===== src/rtl/mem_bus_pkg.sv =====
// mem_bus_pkg: shared state encoding, grant constants and default error data
// for the valid/ready memory bus arbiter.
package mem_bus_pkg;
    typedef enum logic [1:0] {
        IDLE = 2'b00,
        OWN0 = 2'b01,
        OWN1 = 2'b10
    } state_e;

    localparam logic [1:0]  GNT_NONE     = 2'b00;
    localparam logic [1:0]  GNT_M0       = 2'b01;
    localparam logic [1:0]  GNT_M1       = 2'b10;
    localparam logic [31:0] ERR_DATA_DEF = 32'hDEADBEEF;
endpackage


===== src/rtl/bus_watchdog.sv =====
// bus_watchdog: counts enabled cycles since the last clear and flags the
// TIMEOUT-th one; TIMEOUT = 0 builds no counter and never expires.
module bus_watchdog #(
    parameter int TIMEOUT = 255
) (
    input  logic clk,
    input  logic rst_n,
    input  logic en_i,
    input  logic clr_i,
    output logic expire_o
);
    generate
        if (TIMEOUT == 0) begin : g_off
            assign expire_o = 1'b0;
        end else begin : g_on
            localparam int W = $clog2(TIMEOUT + 1);
            localparam logic [W-1:0] TERM = W'(TIMEOUT - 1);
            logic [W-1:0] cnt_q, cnt_d;
            always_comb cnt_d = clr_i ? '0 : en_i ? cnt_q + 1'b1 : cnt_q;
            always_ff @(posedge clk or negedge rst_n)
                if (!rst_n) cnt_q <= '0;
                else        cnt_q <= cnt_d;
            assign expire_o = en_i && (cnt_q == TERM);
        end
    endgenerate
endmodule


===== src/rtl/mem_arbiter.sv =====
// mem_arbiter: round-robin two-master to one-slave valid/ready bus arbiter
// with a per-transaction watchdog that terminates stalled slaves with an error.
module mem_arbiter
    import mem_bus_pkg::*;
#(
    parameter int                    ADDR_WIDTH = 32,
    parameter int                    DATA_WIDTH = 32,
    parameter int                    TIMEOUT    = 255,
    parameter logic [DATA_WIDTH-1:0] ERR_DATA   = DATA_WIDTH'(ERR_DATA_DEF)
) (
    input  logic                    clk,
    input  logic                    rst_n,
    input  logic                    m0_valid,
    output logic                    m0_ready,
    input  logic [ADDR_WIDTH-1:0]   m0_addr,
    input  logic [DATA_WIDTH-1:0]   m0_wdata,
    input  logic [DATA_WIDTH/8-1:0] m0_wstrb,
    output logic [DATA_WIDTH-1:0]   m0_rdata,
    input  logic                    m1_valid,
    output logic                    m1_ready,
    input  logic [ADDR_WIDTH-1:0]   m1_addr,
    input  logic [DATA_WIDTH-1:0]   m1_wdata,
    input  logic [DATA_WIDTH/8-1:0] m1_wstrb,
    output logic [DATA_WIDTH-1:0]   m1_rdata,
    output logic                    s_valid,
    input  logic                    s_ready,
    output logic [ADDR_WIDTH-1:0]   s_addr,
    output logic [DATA_WIDTH-1:0]   s_wdata,
    output logic [DATA_WIDTH/8-1:0] s_wstrb,
    input  logic [DATA_WIDTH-1:0]   s_rdata,
    output logic [1:0]              grant,
    output logic                    timeout_err,
    input  logic                    err_clr
);
    state_e     state_q, state_d;
    logic       last_q, last_d;
    logic       err_q, err_d;
    logic [1:0] grant_q, grant_d;
    logic       own0, own1, ov, done, expire, tmo;

    assign own0 = state_q == OWN0;
    assign own1 = state_q == OWN1;
    assign ov   = own0 ? m0_valid : own1 & m1_valid;
    assign done = ov & s_ready;
    assign tmo  = ov & ~s_ready & expire;

    bus_watchdog #(.TIMEOUT(TIMEOUT)) u_wdog (
        .clk      (clk),
        .rst_n    (rst_n),
        .en_i     ((own0 | own1) & ~s_ready),
        .clr_i    (state_q == IDLE),
        .expire_o (expire)
    );

    assign s_valid     = ov;
    assign s_addr      = own0 ? m0_addr  : own1 ? m1_addr  : '0;
    assign s_wdata     = own0 ? m0_wdata : own1 ? m1_wdata : '0;
    assign s_wstrb     = own0 ? m0_wstrb : own1 ? m1_wstrb : '0;
    assign m0_ready    = own0 & (done | tmo);
    assign m1_ready    = own1 & (done | tmo);
    assign m0_rdata    = own0 ? (tmo ? ERR_DATA : s_rdata) : '0;
    assign m1_rdata    = own1 ? (tmo ? ERR_DATA : s_rdata) : '0;
    assign grant       = grant_q;
    assign timeout_err = err_q;

    // last_q = 1 means m1 owned last, so m0 wins the next tie
    always_comb begin
        state_d = state_q;
        last_d  = last_q;
        if (state_q == IDLE) begin
            if (m0_valid && (!m1_valid || last_q)) state_d = OWN0;
            else if (m1_valid)                     state_d = OWN1;
        end else if (!ov || done || tmo) begin
            state_d = IDLE;
            if (ov) last_d = own1;
        end
        grant_d = state_d == OWN0 ? GNT_M0 : state_d == OWN1 ? GNT_M1 : GNT_NONE;
        err_d   = tmo | (err_q & ~err_clr);
    end

    always_ff @(posedge clk or negedge rst_n) begin
        if (!rst_n) begin
            state_q <= IDLE;
            last_q  <= 1'b1;
            err_q   <= 1'b0;
            grant_q <= GNT_NONE;
        end else begin
            state_q <= state_d;
            last_q  <= last_d;
            err_q   <= err_d;
            grant_q <= grant_d;
        end
    end
endmodule


===== config.mk =====
export PLATFORM = sky130hd
export DESIGN_NAME = mem_arbiter
export DESIGN_NICKNAME = d
export VERILOG_FILES = /design/src/rtl/mem_bus_pkg.sv /design/src/rtl/bus_watchdog.sv /design/src/rtl/mem_arbiter.sv
export SDC_FILE = /design/constraint.sdc
export NUM_CORES = 1
export LEC_CHECK = 0
export BUFFER_PORTS_ARGS = -buffer_cell sky130_fd_sc_hd__buf_2
export CAP_MARGIN = 20
export CELL_PAD_IN_SITES_DETAIL_PLACEMENT = 1
export CELL_PAD_IN_SITES_GLOBAL_PLACEMENT = 2
export CORE_MARGIN = 8
export CORE_UTILIZATION = 12
export DETAILED_ROUTE_END_ITERATION = 8
export PLACE_DENSITY_LB_ADDON = 0.05
export SETUP_SLACK_MARGIN = 0.3
export SLEW_MARGIN = 10
export SYNTH_ARGS = -nofsm -noshare
export SYNTH_HDL_FRONTEND = slang
export SYNTH_HIERARCHICAL = 1
export SYNTH_SLANG_ARGS = --single-unit
export TNS_END_PERCENT = 100

===== constraint.sdc =====
create_clock -name clk -period 2.7 [get_ports clk]
set_input_delay 0.135 -clock clk [delete_from_list [all_inputs] [get_ports clk]]
set_output_delay 0.135 -clock clk [all_outputs]
set_load 0.01 [all_outputs]

======== Word-level counts from Yosys, hierarchy flattened ========
Index checks and enable logic that the tools add are counted.
cells by class
  add/subtract/negate cells ............... 1
  equality and inequality tests ........... 5
  mux-type cells .......................... 18
  bitwise logic cells ..................... 14
  reductions and logical operators ........ 10
operators with widths
  kind                 number
  $mux 32              7
  $mux 8               2
  $mux 2               6
  $add 8x1->8 const B  1
  $and 1x1->1          8
  $eq 8x8->1 const B   1
  $mux 4               2
  $eq 2x1->1 const B   2
  $eq 2x2->1 const B   2
  $logic_or 1x1->1     3
  $not 1->1            3
  $or 1x1->1           3
  $reduce_and 3->1     1
  $logic_and 1x1->1    2
  $logic_not 1->1      2
  $logic_not 2->1      1
  $reduce_bool 2->1    1
  $mux 1               1
storage, ports and cells
  bits in registers ....................... 14
  output and inout port bits .............. 138
  word-level logic and storage cells ...... 53

======== Logic depth before layout (Yosys ltp) ========
  depth after elaboration ................. 11
  depth in mapped cells ................... 11
  gate-level depth less buffers ........... 8

======== Hierarchy ========
The synthesis kept the hierarchy.
by module, submodules not included
  module        times used  cells an instance  area an instance (µm²)  seq. area each (µm²)
  mem_arbiter   1           201                1,614.0                 151.4
  bus_watchdog  1           41                 411.6                   200.2

======== Worst setup path after synthesis ========
Ideal clock, no wire load.
  kind .................................... flip-flop to flip-flop
  from .................................... register state_q[0]
  to ...................................... register grant_q[1], in the netlist grant[1]
  setup time .............................. 87 ps
  data arrival time ....................... 2,085 ps
  required time ........................... 2,613 ps
  path slack .............................. 528 ps
  cell stages (with the launch flop) ...... 10
  path buffers ............................ 1
  cell sequence ........................... dfrtp_1 > inv_1 > ha_1 > nor2b_1 > buf_4 > nand4_1 > nor2_1 > or2_2 > a2111o_1 > a211oi_2
between the ends
  cells in the longest elaborated chain, start to end .. 11
  elaborated cells between the ends (all ways) .. 22
RTL lines
  element                                   RTL line                              text
  start, declared                           mem_arbiter.sv:35                     state_e state_q, state_d;
  start signal, assigned                    mem_arbiter.sv:88                     state_q <= state_d;
  $eq 2x1->1 or $eq 2x2->1 (tied branches)  mem_arbiter.sv:41, mem_arbiter.sv:42
  $or 1x1->1 (*)                            mem_arbiter.sv:50                     .en_i ((own0 | own1) & ~s_ready),
  $and 1x1->1 (*)                           mem_arbiter.sv:50
  $logic_and 1x1->1 (*)                     bus_watchdog.sv:23                    assign expire_o = en_i && (cnt_q == TERM);
  named net expire                          mem_arbiter.sv:39                     logic own0, own1, ov, done, expire, tmo;
  $and 1x1->1 (*)                           mem_arbiter.sv:45                     assign tmo = ov & ~s_ready & expire;
  $logic_or 1x1->1 (*)                      mem_arbiter.sv:73                     end else if (!ov || done || tmo) begin
  $mux 2 (*)                                mem_arbiter.sv:73
  $mux 2 (*)                                mem_arbiter.sv:70                     if (state_q == IDLE) begin
  $eq 2x2->1                                mem_arbiter.sv:77                     grant_d = state_d == OWN0 ? GNT_M0 : state_d == OWN1 ? GNT_M1 : GNT_NONE;
  $mux 2                                    mem_arbiter.sv:77
  $mux 2 (*)                                mem_arbiter.sv:77
  named net grant_d[1]                      mem_arbiter.sv:38                     logic [1:0] grant_q, grant_d;
  end signal, assigned                      mem_arbiter.sv:91                     grant_q <= grant_d;
  end, declared                             mem_arbiter.sv:38
Mark *: on every way through the listed nets, which the timed path passes. The rest lies on a longest branch.
A chain may end at the register's enable or synchronous reset.

======== Worst setup path after layout ========
  from .................................... register state_q[0]
  to ...................................... output m1_rdata[6]
between the ends
  cells in the longest elaborated chain, start to end .. 7
  elaborated cells between the ends (all ways) .. 11
RTL lines
  element                                           RTL line                               text
  $eq 2x2->1 (*)                                    mem_arbiter.sv:42                      assign own1 = state_q == OWN1;
  named net own1                                    mem_arbiter.sv:39
  $and 1x1->1 or $or 1x1->1 (tied branches)         mem_arbiter.sv:43, mem_arbiter.sv:50
  $mux 1 or $and 1x1->1 (tied branches)             mem_arbiter.sv:43, mem_arbiter.sv:50
  $and 1x1->1 or $logic_and 1x1->1 (tied branches)  mem_arbiter.sv:45, bus_watchdog.sv:23
  $and 1x1->1                                       mem_arbiter.sv:45
  $mux 32                                           mem_arbiter.sv:62                      assign m1_rdata = own1 ? (tmo ? ERR_DATA : s_rdata) : '0;
  $mux 32 (*)                                       mem_arbiter.sv:62
  end, declared                                     mem_arbiter.sv:24                      output logic [DATA_WIDTH-1:0] m1_rdata,
Marked as above.

==> impl_metrics.py <==
metrics = {
    "outcome": {
        "status": "finished, final reports clean",
    },
    "power": {
        "p_leak_nw": 2.400,
        "vdd_drop_max_uv": 421.7,
        "p_per_area_nw_per_um2": 826.6,
    },
    "finish": {
        "area_growth_pct": 108.3,
        "final_design_area_no_fill_um2": 4220,
        "fin_util_pct": 25.54,
        "final_nets": 731,
        "drive_above_1_share_pct": 64.43,
    },
    "sta": {
        "period_needed_ns": 2.344,
        "drv_slew": 0,
        "worstMarginPinSlew_ns": 0.7470,
        "relSlewSlack_pct": 50.20,
        "whs_ns": 0.1752,
        "period_share_pct": 86.82,
        "final.setup_skew_ns": 0.004069,
        "fin_ws_ns": 0.3557,
        "tns_ns": 0,
        "hold_viol_final": 0,
        "finalSetupViolCount": 0,
        "fmax_mhz": 426.6,
        "rsz0062_at_grt": "yes",
    },
    "clock_tree": {
        "cts.sinks": 14,
        "cts_max_path_buffers": 2,
        "htreeDepth": 1,
        "clk_latency_ns": 0.24,
        "cts_made_buffers": 3,
        "cts_root_buf": "clkbuf_16",
        "cts_tree": "done",
        "cts.reportedPaths.clkPinSlew_ns": 0.05,
    },
    "drt": {
        "avgViaCountPerCell": 4.209,
        "wirelength_mm": 17.68,
        "drc": 0,
        "drt_pass1_iterations": 4,
        "num_vias": 3262,
        "ant_nets": 0,
        "routedWlPerCell_um": 22.81,
        "drt_iter0_markers": 80,
    },
    "critical_path": {
        "critical_path.slowest_cell": "dfrtp_1",
        "cp_max_fo": 28,
        "end_kind": "primary output",
        "crit_chain": "inv_2 -> ha_2 -> buf_8 -> nand3b_4 -> a21oi_4 -> buf_6 -> buf_16 -> o21a_1 -> buf_6",
        "crit_arrival_ns": 2.21,
        "cp.required_ns": 2.57,
        "path_buf_inv": 5,
        "cp_top_family": "buffers and inverters",
        "crit_path_start_kind": "register",
        "path_class": "register to primary output",
        "cp_common_cell": "buf_6",
        "cp_slowest_stage_delay_ns": 0.39,
    },
    "yosys": {
        "async_flop_share_pct": 100.0,
        "ys_ff_latch": 14,
        "yosys_warnings": 6,
        "ys_seq_area_share_pct": 17.36,
        "synthFlopType": "dfrtp_1",
        "yosys.area_share.adder_pct": 3.088,
        "synth_mux_area_share_pct": 1.050,
        "synth_top_family_by_area": "compound AO/OA/AOI/OAI gates",
        "synth_xor_area_share_pct": 1.729,
        "synth_compound_gate_area_share_pct": 55.34,
        "synth_edf_count": 0,
        "syn_avg_cell_area_um2": 8.371,
        "synthCells": 242,
        "synth-simple-area-share_pct": 14.08,
        "synth_cell_types": 37,
        "syn_area_um2": 2026,
        "syn_nets": 421,
    },
    "placed_design": {
        "io_buffers": 311,
        "place_area_um2": 3812,
        "post-place-ws_ns": 0.3970,
        "dpl.hpwl_mm": 14.47,
        "gp_congestion": 0.8321,
    },
    "die": {
        "io_pins": 312,
        "die_area_um2": 21290,
        "core-area_um2": 16520,
        "start_util_pct": 12.26,
        "placementRows": 47,
        "die_y_um": 145.9,
        "chipWidth_um": 145.9,
    },
    "global_route": {
        "grt_pass1_wl_mm": 25.05,
        "antenna_found_initial": 8,
        "overflow": 0,
        "grt.total_usage_pct": 15.45,
        "grt_max_degree": 93,
        "grt_pass1_vias": 3430,
    },
    "flow_run": {
        "max-cap-violations": 0,
    },
    "worst_hold_path": {
        "hp-class": "input pin to register",
    },
}
## cells by family after synthesis
kind of cell             count (synthesis)
buffers and inverters                   34
AO/OA/AOI/OAI                          136
flip-flops                              14
adder cells (fa/ha/maj)                  5
XOR/XNOR                                 4
multiplexers                             2
AND/OR/NAND/NOR                         47
## worst paths after layout
| check | from | to | slack, ns | cells past startpoint |
|---|---|---|---|---|
| min | err_clr | timeout_err | 0.18 | 3 |
| max | state_q[0] | m1_rdata[6] | 0.36 | 9 |
| max in group asynchronous | rst_n | last_q | 2.08 | 2 |
| max reg2reg | state_q[0] | grant[1] | 0.49 | 9 |
| min reg2reg | timeout_err | timeout_err | 0.49 | 1 |
| min in group asynchronous | rst_n | u_wdog/g_on.cnt_q[2] | 0.33 | 2 |
## cell usage in the layout (no fill, tap or decap), types with 5 or more instances in the layout
cell	instances
a22o_1	68
nor2_1	7
buf_2	303
clkbuf_16	5
o21a_1	48
buf_6	12
nand2_1	6
buf_4	11
and2_1	16
dfrtp_1	13
## metal layers
metal | vias up | track usage [%] | routed length (um)
met5 | - | 0 | 65
li1 | 1559 | - | -
met2 | 146 | 29.51 | 9500
met3 | 18 | 5.224 | 1521
met4 | 10 | 2.967 | 201
met1 | 1529 | 15.99 | 6386
## where the power goes
group | internal (W) | switching (W)
registers | 0.000261 | 0.0000441
clock network | 0.000199 | 0.0000802
logic | 0.00128 | 0.00162
total | 0.00174 | 0.00175
## Yosys cell counts, drive strengths merged (2+ instances only)
| master | count | area, um^2 |
|---|---|---|
| a22o | 68 | 595.6 |
| o21a | 50 | 375.4 |
| and2 | 16 | 100.1 |
| clkbuf | 15 | 56.30 |
| buf | 14 | 73.82 |
| dfrtp | 13 | 325.3 |
| nor2 | 8 | 30.03 |
| nand2 | 6 | 22.52 |
| ha | 5 | 62.56 |
| inv | 5 | 18.77 |
| a21oi | 4 | 23.77 |
| nand4 | 4 | 40.04 |
| o21ai | 4 | 20.02 |
| a211oi | 3 | 27.52 |
| nor2b | 3 | 18.77 |
| or3 | 3 | 18.77 |
| xor2 | 3 | 26.28 |
| a21boi | 2 | 15.01 |
| nand3 | 2 | 10.01 |
| or2 | 2 | 12.51 |
## cell type report
cell class / instances / area (um^2)
Fill cell: 2042 / 12300
Timing Repair Buffer: 333 / 1884
Multi-Input combinational cell: 195 / 1602
Sequential cell: 14 / 351.6
Tap cell: 220 / 275.3
Clock buffer: 4 / 78.83
Inverter: 5 / 18.77
Antenna cell: 4 / 10.01
## per-stage QoR
stage          instances  power (W)
2_1_floorplan        242   0.001855
3_3_place_gp         750   0.003115
3_5_place_dp         750   0.003107
4_1_cts              764   0.003492
5_1_grt              774   0.003762
6_report             775   0.003488
## registers in the layout, summed over array words and instances, names as in the netlist
name	cells
grant	2
last_q	1
state_q	2
timeout_err	1
u_wdog/g_on.cnt_q	8
## repair_timing
item | in CTS | in global routing
setup endpoints to repair | 103 | 132
pin swaps | 3 | 3
resized for setup | 16 | 10
hold buffers | 1 | 0
buffers inserted | 6 | 4
endpoints found under the hold margin | 13 | 0
cloned | 3 | 3
## worst min-delay path, stage by stage
cell and delay (ns):
buf_2 0.10, inv_1 0.04, a21o_1 0.11
No activity file was read; power rests on OpenSTA's default activity.
